**src/rtl/vga_pkg.sv**
```systemverilog
// Shared constants, widths and arbiter state type for the VGA frame-buffer arbiter.
package vga_pkg;

  localparam int unsigned H_ACTIVE       = 640;
  localparam int unsigned V_ACTIVE       = 480;
  localparam int unsigned WORDS_PER_LINE = 20;
  localparam int unsigned FB_WORDS       = 9600;

  localparam int unsigned LINE_W = 9;
  localparam int unsigned ADDR_W = 14;
  localparam int unsigned IDX_W  = 5;
  localparam int unsigned DATA_W = 32;

  localparam logic [LINE_W-1:0] LAST_LINE = LINE_W'(V_ACTIVE - 1);
  localparam logic [ADDR_W-1:0] FB_LAST   = ADDR_W'(FB_WORDS - 1);
  localparam logic [IDX_W-1:0]  LAST_WORD = IDX_W'(WORDS_PER_LINE - 1);
  localparam logic [IDX_W-1:0]  WORD_END  = IDX_W'(WORDS_PER_LINE);

  typedef enum logic [1:0] {
    ST_IDLE  = 2'd0,
    ST_FETCH = 2'd1,
    ST_HOST  = 2'd2
  } arb_state_e;

  // line * 20 as line*16 + line*4; the largest valid line (479) gives 9580.
  function automatic logic [ADDR_W-1:0] line_base(input logic [LINE_W-1:0] line);
    return ADDR_W'({line, 4'b0000}) + ADDR_W'({line, 2'b00});
  endfunction

endpackage

```
**src/rtl/vga_fb_arbiter_if.sv**
```systemverilog
// Line-buffer write port driven by the line-fetch engine towards the VGA line buffer.
interface vga_fb_arbiter_if;
  import vga_pkg::*;

  logic              lb_wr_en;
  logic [IDX_W-1:0]  lb_wr_idx;
  logic [DATA_W-1:0] lb_wr_data;

  modport master (output lb_wr_en, lb_wr_idx, lb_wr_data);
  modport slave  (input  lb_wr_en, lb_wr_idx, lb_wr_data);

endinterface

```
**src/rtl/vga_line_fetch.sv**
```systemverilog
// Line fetch engine: word counter over one line and the read-to-line-buffer pipeline stage.
module vga_line_fetch
  import vga_pkg::*;
(
  input  logic              clk,
  input  logic              rst_n,
  input  logic              start,
  input  logic [ADDR_W-1:0] base,
  input  logic              active,
  input  logic [DATA_W-1:0] rdata,
  output logic              rd_en,
  output logic [ADDR_W-1:0] rd_addr,
  output logic              done,
  vga_fb_arbiter_if.master  lb
);

  logic [ADDR_W-1:0] base_q, base_d;
  logic [IDX_W-1:0]  cnt_q, cnt_d;
  logic              wr_en_q, wr_en_d;
  logic [IDX_W-1:0]  wr_idx_q, wr_idx_d;

  always_comb begin
    base_d   = base_q;
    cnt_d    = cnt_q;
    rd_en    = active && (cnt_q != WORD_END);
    rd_addr  = rd_en ? (base_q + ADDR_W'(cnt_q)) : '0;
    wr_en_d  = rd_en;
    wr_idx_d = rd_en ? cnt_q : '0;
    if (start) begin
      base_d = base;
      cnt_d  = '0;
    end else if (rd_en) begin
      cnt_d = cnt_q + 1'b1;
    end
  end

  always_ff @(posedge clk or negedge rst_n) begin
    if (!rst_n) begin
      base_q   <= '0;
      cnt_q    <= '0;
      wr_en_q  <= 1'b0;
      wr_idx_q <= '0;
    end else begin
      base_q   <= base_d;
      cnt_q    <= cnt_d;
      wr_en_q  <= wr_en_d;
      wr_idx_q <= wr_idx_d;
    end
  end

  // Read data arrives one cycle after the address, aligned with the registered enable.
  assign lb.lb_wr_en   = wr_en_q;
  assign lb.lb_wr_idx  = wr_idx_q;
  assign lb.lb_wr_data = wr_en_q ? rdata : '0;
  assign done          = wr_en_q && (wr_idx_q == LAST_WORD);

endmodule

```
**src/rtl/vga_fb_arbiter.sv**
```systemverilog
// Single-port frame-buffer arbiter: line prefetch for VGA scan-out has priority over host writes.
// Optional stall_cnt statistics output is built when VGA_ARB_STATS_EN is defined.
module vga_fb_arbiter
  import vga_pkg::*;
(
  input  logic                clk,
  input  logic                rst_n,
  input  logic                fetch_req,
  input  logic [LINE_W-1:0]   fetch_line,
  output logic                fetch_done,
  output logic                fetch_err,
  input  logic                host_wr_valid,
  output logic                host_wr_ready,
  input  logic [ADDR_W-1:0]   host_wr_addr,
  input  logic [DATA_W-1:0]   host_wr_data,
  output logic                mem_en,
  output logic                mem_we,
  output logic [ADDR_W-1:0]   mem_addr,
  output logic [DATA_W-1:0]   mem_wdata,
  input  logic [DATA_W-1:0]   mem_rdata,
  output logic                lb_wr_en,
  output logic [IDX_W-1:0]    lb_wr_idx,
  output logic [DATA_W-1:0]   lb_wr_data
`ifdef VGA_ARB_STATS_EN
  ,
  output logic [15:0]         stall_cnt
`endif
);

  arb_state_e        state_q, state_d;
  logic              alive_q;
  logic              pend_q, pend_d;
  logic [ADDR_W-1:0] pend_base_q, pend_base_d;
  logic              err_q, err_d;
  logic [ADDR_W-1:0] host_addr_q, host_addr_d;
  logic [DATA_W-1:0] host_data_q, host_data_d;
  logic              host_ok_q, host_ok_d;

  logic              fetch_start;
  logic [ADDR_W-1:0] fetch_base;
  logic              line_ok;
  logic              rd_en;
  logic [ADDR_W-1:0] rd_addr;
  logic              done;

  vga_fb_arbiter_if lb_bus ();

  vga_line_fetch u_line_fetch (
    .clk     (clk),
    .rst_n   (rst_n),
    .start   (fetch_start),
    .base    (fetch_base),
    .active  (state_q == ST_FETCH),
    .rdata   (mem_rdata),
    .rd_en   (rd_en),
    .rd_addr (rd_addr),
    .done    (done),
    .lb      (lb_bus.master)
  );

  always_comb begin
    state_d     = state_q;
    pend_d      = pend_q;
    pend_base_d = pend_base_q;
    err_d       = err_q;
    host_addr_d = host_addr_q;
    host_data_d = host_data_q;
    host_ok_d   = host_ok_q;
    fetch_start = 1'b0;
    fetch_base  = pend_q ? pend_base_q : line_base(fetch_line);
    line_ok     = (fetch_line <= LAST_LINE);
    // A fetch deferred from HOST also blocks the host, so it starts on the very next cycle.
    host_wr_ready = alive_q && (state_q == ST_IDLE) && !fetch_req && !pend_q;
    mem_en    = 1'b0;
    mem_we    = 1'b0;
    mem_addr  = '0;
    mem_wdata = '0;

    unique case (state_q)
      ST_IDLE: begin
        if (pend_q) begin
          fetch_start = 1'b1;
          pend_d      = 1'b0;
          state_d     = ST_FETCH;
          if (fetch_req) err_d = 1'b1;
        end else if (fetch_req) begin
          if (line_ok) begin
            fetch_start = 1'b1;
            state_d     = ST_FETCH;
          end else begin
            err_d = 1'b1;
          end
        end else if (host_wr_valid && host_wr_ready) begin
          state_d     = ST_HOST;
          host_addr_d = host_wr_addr;
          host_data_d = host_wr_data;
          host_ok_d   = (host_wr_addr <= FB_LAST);
          if (host_wr_addr > FB_LAST) err_d = 1'b1;
        end
      end
      ST_FETCH: begin
        if (rd_en) begin
          mem_en   = 1'b1;
          mem_addr = rd_addr;
        end
        if (fetch_req) err_d = 1'b1;
        if (done) state_d = ST_IDLE;
      end
      ST_HOST: begin
        if (host_ok_q) begin
          mem_en    = 1'b1;
          mem_we    = 1'b1;
          mem_addr  = host_addr_q;
          mem_wdata = host_data_q;
        end
        if (fetch_req) begin
          if (line_ok) begin
            pend_d      = 1'b1;
            pend_base_d = line_base(fetch_line);
          end else begin
            err_d = 1'b1;
          end
        end
        state_d = ST_IDLE;
      end
      default: state_d = ST_IDLE;
    endcase
  end

  always_ff @(posedge clk or negedge rst_n) begin
    if (!rst_n) begin
      state_q     <= ST_IDLE;
      alive_q     <= 1'b0;
      pend_q      <= 1'b0;
      pend_base_q <= '0;
      err_q       <= 1'b0;
      host_addr_q <= '0;
      host_data_q <= '0;
      host_ok_q   <= 1'b0;
    end else begin
      state_q     <= state_d;
      alive_q     <= 1'b1;
      pend_q      <= pend_d;
      pend_base_q <= pend_base_d;
      err_q       <= err_d;
      host_addr_q <= host_addr_d;
      host_data_q <= host_data_d;
      host_ok_q   <= host_ok_d;
    end
  end

  assign fetch_done = done;
  assign fetch_err  = err_q;
  assign lb_wr_en   = lb_bus.lb_wr_en;
  assign lb_wr_idx  = lb_bus.lb_wr_idx;
  assign lb_wr_data = lb_bus.lb_wr_data;

`ifdef VGA_ARB_STATS_EN
  logic [15:0] stall_q, stall_d;

  always_comb begin
    stall_d = stall_q;
    if (host_wr_valid && !host_wr_ready && (stall_q != '1)) stall_d = stall_q + 1'b1;
  end

  always_ff @(posedge clk or negedge rst_n) begin
    if (!rst_n) stall_q <= '0;
    else        stall_q <= stall_d;
  end

  assign stall_cnt = stall_q;
`endif

endmodule

```
**config.mk**
```make
export PLATFORM = sky130hd
export DESIGN_NAME = vga_fb_arbiter
export DESIGN_NICKNAME = d
export VERILOG_FILES = /design/src/rtl/vga_pkg.sv /design/src/rtl/vga_fb_arbiter_if.sv /design/src/rtl/vga_line_fetch.sv /design/src/rtl/vga_fb_arbiter.sv
export SDC_FILE = /design/constraint.sdc
export NUM_CORES = 1
export LEC_CHECK = 0
export BUFFER_PORTS_ARGS = -buffer_cell sky130_fd_sc_hd__clkbuf_2
export CORE_MARGIN = 2
export CORE_UTILIZATION = 38
export CTS_CLUSTER_SIZE = 12
export DETAILED_ROUTE_END_ITERATION = 8
export PLACE_DENSITY_LB_ADDON = 0.15
export SLEW_MARGIN = 15
export SYNTH_ARGS = -nofsm -noshare
export SYNTH_HDL_FRONTEND = slang
export SYNTH_SLANG_ARGS = --single-unit
```
**constraint.sdc**
```tcl
create_clock -name clk -period 1.81 [get_ports clk]
set_input_delay 0.0905 -clock clk [delete_from_list [all_inputs] [get_ports clk]]
set_output_delay 0.0905 -clock clk [all_outputs]
set_load 0.02 [all_outputs]
```
==> results.cfg <==
[clock_tree]
path_clk_slew_ps = 60
clock-sinks = 87
clock_path_buffers = 2
clk_latency_ps = 340
cts_tree = built
root_buffer = clkbuf_16
numCtsBuffers = 9
htreeDepth = 3

[synth]
yosys.area.top_type = dfrtp_1
synth_edf_count = 0
synth.ff_latch_count = 87
synth_cells = 459
synth.avg_cell_area_um2 = 10.50
synth_top_area_share = 0.4517
synth_common_cells = 87 x dfrtp_1, 52 x mux2_2, 41 x and3_1, 36 x and2_1, 27 x nand2_1
synthesis.area_um2 = 4820
synth_ff_type = dfrtp_1
ys_types = 49
ys_warn_count = 0
ys_top_cells_by_area = dfrtp_1 45%, mux2_2 12%, and3_1 5.3%
synth.most_common_cell = dfrtp_1
syn_nets = 568
ys_async_sr_fraction = 1.000
yosysSeqAreaShare = 0.4517

[placed_design]
dp_hpwl_um = 9319
port_buffers = 179
pre_cts_ws_ps = -155.7
finalWeightedCongestion = 0.8252

[grt]
first_global_vias = 4071
grt-ovfl-total = 0
grt_pass1_wl_um = 19670
antenna_found_initial = 0
grt.total_usage = 0.1853
grt_start_max_net_pins = 40

[timing]
setup_tns_ps = -3234
finalCritPeriodShare = 1.250
hold_viol_final = 0
setup_viol = 15
max_freq_ghz = 0.4418
fin_skew_ps = 5.841
min_period_ps = 2263
finalMaxSlewViolations = 0
rsz0062_at_grt = true
finalWorstSetupSlack_ps = -453.3

[power_and_ir_drop]
power_switching_w = 0.003592
p_leak_nw = 3.646
p_int_w = 0.006259
powerDensity_nw_per_um2 = 1350
p_comb_frac = 0.472
p_seq_frac = 0.342
switching_share = 0.3646
power_frac_clock = 0.186
ir_drop_mv = 0.4993

[drt]
drcViolationCount = 0
first_pass_iters = 4
wirelength_um = 13070
drtIter0Drc = 197
vias_per_cell = 4.754
detail_route.wl_per_cell_um = 14.63
detail-route-antenna-nets = 0
dr_total_vias = 4245

[layout]
nets = 825
diodes = 0
final_layout_size_suffix_gt1_frac = 0.4702
area_delta_synth_final_pct = 51.38

[floorplan]
die_h_um = 116.6
core-area_um2 = 12520
io_pins = 180
num_rows = 41
die_w_um = 116.6
start_util = 0.3850
die_area_um2 = 13600

[worst_setup_path]
r2r-start = state_q[0]
worstPathArrival_ps = 2170
r2r_slack_ps = 10
worstSetupStartpointType = flop
cp_max_fo = 3
cp_data_required_time_ps = 1720
max_stage_delay_ps = 350
critPathKind = flop to primary output
r2r-end = fetch_err
endpoint_kind = primary output
reg2reg_depth = 7
crit_chain = ha_2 -> inv_2 -> fa_2 -> nor2b_2 -> o211a_1 -> nand2_1 -> xor2_1 -> o21ai_2 -> clkbuf_8
cpMaxStageDelayCell = dfrtp_1

[hold_path]
min_from = host_wr_addr[11]
hold_class = primary input to flop
min_to = host_addr_q[11]
whs_path_depth = 2

[run]
cap_violations = 0

[outcome]
violations = setup timing
run_status = finished, violations left
through the flow:
stage | util | power (W) | hold WS, ps | instances | area, um2
2_1_floorplan | - | 0.005987 | -205.1 | 459 | 4882
3_3_place_gp | 0.4954 | 0.007267 | 58.38 | 824 | 6201
3_5_place_dp | 0.4954 | 0.007397 | 62.93 | 824 | 6201
4_1_cts | 0.5717 | 0.009670 | 26.21 | 888 | 7156
5_1_grt | 0.5829 | 0.01054 | 36.93 | 893 | 7296
6_report | 0.5829 | 0.009851 | 33.49 | 893 | 7296
area by class of cell:
cell class | instances | area (um2)
repair buffers | 274 | 1863
inverters | 16 | 60.06
well taps | 172 | 215.2
clock inverters | 4 | 45.04
flip-flops and latches | 87 | 2177
fillers | 1111 | 5221
clock buffers | 12 | 246.5
multi-input cells | 328 | 2689
critical path: cells and delay by family, from the launching register on:
| family | cells | cell delay (ps) |
|---|---|---|
| AOI/OAI and AO/OA | 2 | 380 |
| buffers and inverters | 2 | 200 |
| DFF | 1 | 350 |
| and+or+nand+nor | 2 | 220 |
| adders and majority gates | 2 | 530 |
| xor gates and xnor gates | 1 | 150 |
worst max-delay path by stage:
| stage | from | end | slack (ps) | depth (start not counted) |
|---|---|---|---|---|
| final | u_line_fetch.base_q[2] | mem_addr[12] | -450 | 9 |
| after global routing | u_line_fetch.cnt_q[2] | mem_addr[8] | -550 | 9 |
| after CTS | u_line_fetch.cnt_q[2] | mem_addr[12] | -450 | 9 |
| after detailed placement | u_line_fetch.cnt_q[2] | mem_addr[12] | -160 | 9 |
| after global placement | u_line_fetch.cnt_q[2] | mem_addr[8] | -130 | 9 |
| after floorplan | state_q[1] | host_addr_q[10] | -140 | 9 |
sequential cells by signal, indices dropped and copies added (netlist names):
signal,count
host_addr_q,14
pend_q,1
state_q,2
u_line_fetch.cnt_q,5
u_line_fetch.lb.lb_wr_en,1
host_data_q,32
host_ok_q,1
u_line_fetch.base_q,12
u_line_fetch.lb.lb_wr_idx,5
pend_base_q,12
alive_q,1
fetch_err,1
cell families (layout without fill, tap and decap cells):
group                      Yosys count  in the layout  share of synthesized area
and+or+nand+nor                    153            153                     0.1776
DFF                                 87             87                     0.4517
AOI/OAI and AO/OA                   78             78                     0.1077
muxes                               59             59                     0.1360
buffers and inverters               44            306                    0.04180
xor gates and xnor gates            19             19                    0.03453
adders and majority gates           18             18                    0.04984
other                                1              1                  0.0007781
layout by cell type (no fill, tap or decap), types with 6 or more instances in the layout:
master	instances
and2_1	34
a21oi_1	13
nor2b_1	9
xnor2_1	8
ha_1	10
dfrtp_1	87
nand2_1	24
buf_6	6
o21ai_1	7
clkbuf_2	163
clkbuf_16	10
o21ai_0	17
nand3_1	11
mux2_2	44
buf_4	53
mux2i_1	7
mux2_4	8
nor2_1	17
dlygate4sd3_1	44
and3_1	37
xor2_1	9
inv_1	12
power groups by stage:
| stage | clock [W] | combinational, W | sequential [W] |
|---|---|---|---|
| floorplan | 0 | 0.00272 | 0.00327 |
| global placement | 0 | 0.00395 | 0.00332 |
| detailed placement | 0 | 0.00404 | 0.00336 |
| CTS | 0.00189 | 0.00443 | 0.00336 |
| global route | 0.00198 | 0.00506 | 0.00349 |
| finish | 0.00183 | 0.00465 | 0.00337 |
repair_timing:
| action | 4_1_cts | 5_1_grt |
|---|---|---|
| pin swaps | 22 | 23 |
| setup buffers | 4 | 6 |
| hold endpoints to repair | 74 | 0 |
| gates cloned | 0 | 1 |
| hold buffers | 44 | 0 |
| setup endpoints to repair | 68 | 64 |
| gates resized for setup | 51 | 30 |
layer usage:
layer  wire (um)  up-vias  GRT usage
met5           0        -          0
li1            -     2124          -
met3         548       10    0.03840
met1        5537     2037     0.2253
met2        6852       74     0.3345
met4         130        0    0.04941
(Power assumes the default switching activity.)
